[src/rtl/calc_pkg.sv]
// Shared types and constants for the calculator add/sub sequencer.
// Holds the sequencer state encoding, operation codes and the result validity rule.
package calc_pkg;

   typedef enum logic [1:0] {
      IDLE = 2'd0,
      RUN  = 2'd1,
      DONE = 2'd2
   } seq_state_t;

   localparam logic OP_ADD = 1'b0;
   localparam logic OP_SUB = 1'b1;

   localparam int DEFAULT_SLICE = 4;

   // Unsigned: a subtract is valid without borrow (carry=1), an add without carry-out.
   // Signed: overflow when the carry into and out of the sign bit disagree.
   function automatic logic seq_valid(input logic sub, input logic sgn,
                                      input logic co, input logic cmsb);
      logic v;
      if (sgn)
         v = ~(co ^ cmsb);
      else if (sub == OP_SUB)
         v = co;
      else
         v = ~co;
      return v;
   endfunction

endpackage

[src/rtl/addsub_slice.sv]
// SLICE-bit combinational ripple-carry adder slice.
// Reports both the carry-out and the carry into the slice MSB for signed overflow detection.
module addsub_slice #(
   parameter int SLICE = 4
) (
   input  logic [SLICE-1:0] a,
   input  logic [SLICE-1:0] b,
   input  logic             cin,
   output logic [SLICE-1:0] sum,
   output logic             cout,
   output logic             c_msb
);

   logic [SLICE:0] c;

   always_comb begin
      c      = '0;
      sum    = '0;
      c[0]   = cin;
      for (int i = 0; i < SLICE; i++) begin
         sum[i]   = a[i] ^ b[i] ^ c[i];
         c[i+1]   = (a[i] & b[i]) | (a[i] & c[i]) | (b[i] & c[i]);
      end
   end

   assign cout  = c[SLICE];
   assign c_msb = c[SLICE-1];

endmodule

[src/rtl/addsub_slice_sequencer.sv]
// Time-shares one add/sub slice to compute a WIDTH-bit A+B or A-B, LSB slice first.
// Optional sticky error flag (ports clrErr/errSticky) enabled by defining SEQ_STICKY_ERR_EN.
module addsub_slice_sequencer
   import calc_pkg::*;
#(
   parameter int WIDTH = 8,
   parameter int SLICE = DEFAULT_SLICE
) (
   input  logic             clk,
   input  logic             rst,
   input  logic             start,
   input  logic             addSub,
   input  logic             isSigned,
   input  logic [WIDTH-1:0] a,
   input  logic [WIDTH-1:0] b,
`ifdef SEQ_STICKY_ERR_EN
   input  logic             clrErr,
   output logic             errSticky,
`endif
   output logic             busy,
   output logic             done,
   output logic [WIDTH-1:0] result,
   output logic             valid
);

   localparam int NSLICE = WIDTH / SLICE;
   localparam int IDXW   = (NSLICE > 1) ? $clog2(NSLICE) : 1;

   seq_state_t       state;
   logic [WIDTH-1:0] a_reg;
   logic [WIDTH-1:0] b_reg;
   logic             op_sub;
   logic             op_signed;
   logic             carry;
   logic [IDXW-1:0]  idx;

   logic [SLICE-1:0] slice_a;
   logic [SLICE-1:0] slice_b;
   logic [SLICE-1:0] slice_sum;
   logic             slice_cout;
   logic             slice_cmsb;
   logic             last;

   assign slice_a = a_reg[int'(idx) * SLICE +: SLICE];
   assign slice_b = b_reg[int'(idx) * SLICE +: SLICE];
   assign last    = (idx == IDXW'(NSLICE - 1));

   addsub_slice #(.SLICE(SLICE)) u_slice (
      .a     (slice_a),
      .b     (slice_b),
      .cin   (carry),
      .sum   (slice_sum),
      .cout  (slice_cout),
      .c_msb (slice_cmsb)
   );

   // B is stored pre-inverted and the carry seeded with addSub, so subtraction is A + ~B + 1.
   always_ff @(posedge clk) begin
      if (rst) begin
         state     <= IDLE;
         busy      <= 1'b0;
         done      <= 1'b0;
         result    <= '0;
         valid     <= 1'b0;
         carry     <= 1'b0;
         idx       <= '0;
         a_reg     <= '0;
         b_reg     <= '0;
         op_sub    <= OP_ADD;
         op_signed <= 1'b0;
      end else begin
         case (state)
            IDLE, DONE: begin
               done <= 1'b0;
               if (start) begin
                  a_reg     <= a;
                  b_reg     <= b ^ {WIDTH{addSub}};
                  op_sub    <= addSub;
                  op_signed <= isSigned;
                  carry     <= addSub;
                  idx       <= '0;
                  state     <= RUN;
                  busy      <= 1'b1;
               end else begin
                  state <= IDLE;
               end
            end
            RUN: begin
               result[int'(idx) * SLICE +: SLICE] <= slice_sum;
               carry <= slice_cout;
               if (last) begin
                  valid <= seq_valid(op_sub, op_signed, slice_cout, slice_cmsb);
                  idx   <= '0;
                  state <= DONE;
                  busy  <= 1'b0;
                  done  <= 1'b1;
               end else begin
                  idx <= idx + 1'b1;
               end
            end
            default: begin
               state <= IDLE;
               busy  <= 1'b0;
               done  <= 1'b0;
            end
         endcase
      end
   end

`ifdef SEQ_STICKY_ERR_EN
   // Set takes priority over clear so an error in the clearing cycle is not lost.
   always_ff @(posedge clk) begin
      if (rst)
         errSticky <= 1'b0;
      else if (done && !valid)
         errSticky <= 1'b1;
      else if (clrErr)
         errSticky <= 1'b0;
   end
`endif

endmodule

[config.mk]
export PLATFORM = sky130hd
export DESIGN_NAME = addsub_slice_sequencer
export DESIGN_NICKNAME = d
export VERILOG_FILES = /design/src/rtl/calc_pkg.sv /design/src/rtl/addsub_slice.sv /design/src/rtl/addsub_slice_sequencer.sv
export SDC_FILE = /design/constraint.sdc
export NUM_CORES = 1
export LEC_CHECK = 0
export CORE_MARGIN = 2
export CORE_UTILIZATION = 30
export DETAILED_ROUTE_END_ITERATION = 16
export PLACE_DENSITY = 0.58
export SKIP_CTS_REPAIR_TIMING = 1
export SLEW_MARGIN = 25
export SYNTH_ARGS = -nofsm -noshare
export SYNTH_HDL_FRONTEND = slang
export SYNTH_SLANG_ARGS = --single-unit
[constraint.sdc]
create_clock -name clk -period 3.3 [get_ports clk]
set_input_delay 0.495 -clock clk [delete_from_list [all_inputs] [get_ports clk]]
set_output_delay 0.495 -clock clk [all_outputs]
set_load 0.05 [all_outputs]
==> summary.md <==
| Metric | Value |
|---|---|
| Final setup violation count | 0 |
| I/O Pins | 32 |
| Number of detailed-routing iterations run before antenna repair | 4 |
| Clock Path Buffers | 2 |
| Synthesized Nets | around 180 |
| Pin count of the biggest net entering global routing | 28 |
| Placer's final routability congestion estimate | 0.760 |
| Required time at the worst-slack endpoint | 3430 ps |
| Inst Count DP | 246 |
| Measured slew at the worst slew-check pin | 837 ps |
| Aggregate global-route resource usage | 11.8% |
| Cells after Synth | around 160 |
| Port-buffer cells | 31 |
| TritonCTS sink count | 33 |
| Final max-slew violation count | 0 |
| Synth-to-layout area growth | 27.8% |
| Most common cell after layout, fill and taps aside | sky130_fd_sc_hd__dfxtp_1 |
| HP Class | reg -> reg |
| Post-detail-place hpwl | around 2100 um |
| Horiz. Die Dim | 74.2 um |
| Sequential cell fraction of total power | about 50% |
| Sequential share of the synthesized area | 44.6% |
| Post-Syn Area per Cell | 9.31 um^2 |
| Diodes inserted | 0 |
| Leak Pwr | 0.664 nW |
| Clock transition at the registers of the reported paths | 70 ps |
| Total number of vias | approximately 1100 |
| Initial antenna violation count | 0 |
| Initial cell density of the core | 31.1% |
| Final worst hold slack | 456 ps |
| Arrival time of data at the critical path endpoint | 2760 ps |
| Final Hold Violating Endpoints | 0 |
| Skew-Pair Late Insertion Delay | 280 ps |
| Share of the synthesized area in the top cell type | 44.6% |
| Internal power component | 0.000658 W |
| Area leader, netlist | sky130_fd_sc_hd__dfxtp_1 |
| Type of element launching the critical path | flop |
| Floorplan die height | around 74 um |
| Unrepaired setup endpoints after global routing | false |
| Net switching power | 0.000255 W |
| Total Neg Setup Slack | 0 ps |
| Synthesized flop and latch total | 33 |
| Die outline area | 5510 um^2 |
| Synthesis warning total | 0 |
| TritonCTS clock tree | done |
| DRC violations left | 0 |
| Inserted Clock Buffers | 5 |
| Routed length per placed instance | ~11 um |
| Maximum vdd ir drop | ~0.21 mV |
| Fraction of power spent switching nets | 27.9% |
| Core outline area | roughly 4800 um^2 |
| Skew final | between 6 and 7 ps |
| Min Clock Period, post-route | 2630 ps |
| Net count, final | roughly 210 |
| Tcrit/Tclk final | about four fifths |
| Fraction of synthesis flops using an asynchronous set or reset pin | 0% |
| Final core area utilization | 39.8% |
| Distinct cell type count of the synthesized netlist | 28 |
| Power density normalized to cell area | 483 nW/um^2 |
| Leading register cell type out of synthesis | sky130_fd_sc_hd__dfxtp_1 |
| Top achievable clock speed | 0.380 GHz |
| Normalized max-slew margin | 44.0% |
| Synth top area cells | sky130_fd_sc_hd__dfxtp_1, sky130_fd_sc_hd__a211oi_1, sky130_fd_sc_hd__nand2_1 |
| Nature of the critical path endpoint | flop |
| Max-cap violation count | 0 |
| Root buf cell | sky130_fd_sc_hd__clkbuf_8 |
| Mapped Area | 1480 um^2 |
| Detailed-route vias per instance | between 4 and 5 |
| Final wirelength | about 2800 um |
| Via count of the first global-routing pass | 1089 |
| Most frequent cells in the layout | sky130_fd_sc_hd__dfxtp_1, sky130_fd_sc_hd__clkdlybuf4s50_1, sky130_fd_sc_hd__nand2_1 |
| Num rows | 25 |
| Design Area, Final | 1890 um^2 |
| Worst setup path category | reg -> reg |
| Fraction of layout instances using a drive strength above 1 | 7.49% |
| CP Max Fanout | 7 |
| H-tree level count | 2 |
| Wire length of the first global-routing pass | 5020 um |
| Post-Place Cell Area | 1810 um^2 |
| Remaining global-route overflow | 0 |
| Number of nets with antenna violations after detailed routing | 0 |
| Post-synth EDFFs | 0 |
| Iteration-0 DRC count of the detailed router | 46 |
| Power share of the combinational group | around 20% |
| Run status | finished clean |
| Final cell count without fillers | 254 |
| Clock group share of total power | 31.1% |
cell families (layout without fill, tap and decap cells):
logic type               count (synthesis)  in the layout  synth area share [%]
AO/OA/AOI/OAI                           31             31                  13.4
XOR/XNOR                                 9              9                  5.33
adder cells (fa/ha/maj)                  4              4                  5.41
buffers and inverters                   15             43                  5.92
flip-flops                              33             33                  44.6
multiplexers                            11             11                  7.78
AND/OR/NAND/NOR                         56             56                  17.5
Yosys cell counts (all sizes together) (4+ instances only):
master,n
a211oi,14
a21oi,14
buf,8
clkbuf,5
dfxtp,33
fa,4
mux2,4
mux2i,7
nand2,25
nor2,20
xnor2,9
per-stage QoR:
stage	worst slack, ps	total power (W)
finish	671	0.000914
floorplan	719	0.000584
CTS	638	0.000927
global placement	736	0.000641
global route	535	0.000965
detailed placement	651	0.000641
critical path, cell delays in order (launching register included):
cell and delay, ps:
sky130_fd_sc_hd__dfxtp_1 510, sky130_fd_sc_hd__mux2_2 400, sky130_fd_sc_hd__fa_1 380, sky130_fd_sc_hd__inv_1 70
sky130_fd_sc_hd__fa_1 170, sky130_fd_sc_hd__fa_1 190, sky130_fd_sc_hd__inv_1 50, sky130_fd_sc_hd__fa_1 400
sky130_fd_sc_hd__nor3_1 210, sky130_fd_sc_hd__o41ai_1 90
metal layers:
metal / vias up / share of wire, % / GRT usage [%] / wire length [um]
met5: - / 0 / 0 / 0
met4: 0 / 1.4 / 4.17 / 38
met3: 5 / 4.5 / 3.39 / 127
met2: 23 / 44 / 18.8 / 1230
met1: 486 / 50 / 15.4 / 1400
li1: 588 / - / - / -
cell type report:
type | instances | area, um^2
repair buffers | 33 | 325
well taps | 67 | 83.8
inverters | 2 | 7.51
clock inverters | 2 | 10.0
clock buffers | 6 | 72.6
flip-flops and latches | 33 | 661
fillers | 510 | 2860
multi-input cells | 111 | 732
power groups by stage:
stage | combinational [W] | sequential, W | clock (W)
after CTS | 0.000185 | 0.000447 | 0.000295
after detailed placement | 0.000185 | 0.000456 | 0
final | 0.000183 | 0.000447 | 0.000284
after global placement | 0.000184 | 0.000456 | 0
after global routing | 0.000203 | 0.000451 | 0.000310
after floorplan | 0.000107 | 0.000476 | 0
final timing paths:
kind,startpoint,end,slack [ps],cells after the start
min,a_reg[5]$_SDFFE_PP0P_,a_reg[5]$_SDFFE_PP0P_,460,2
max,idx$_SDFFE_PP0P_,valid$_SDFFE_PP0P_,670,9
max reg2reg,idx$_SDFFE_PP0P_,valid$_SDFFE_PP0P_,670,9
min reg2reg,a_reg[5]$_SDFFE_PP0P_,a_reg[5]$_SDFFE_PP0P_,460,2
Note: power is estimated with default switching activity, not from simulation.
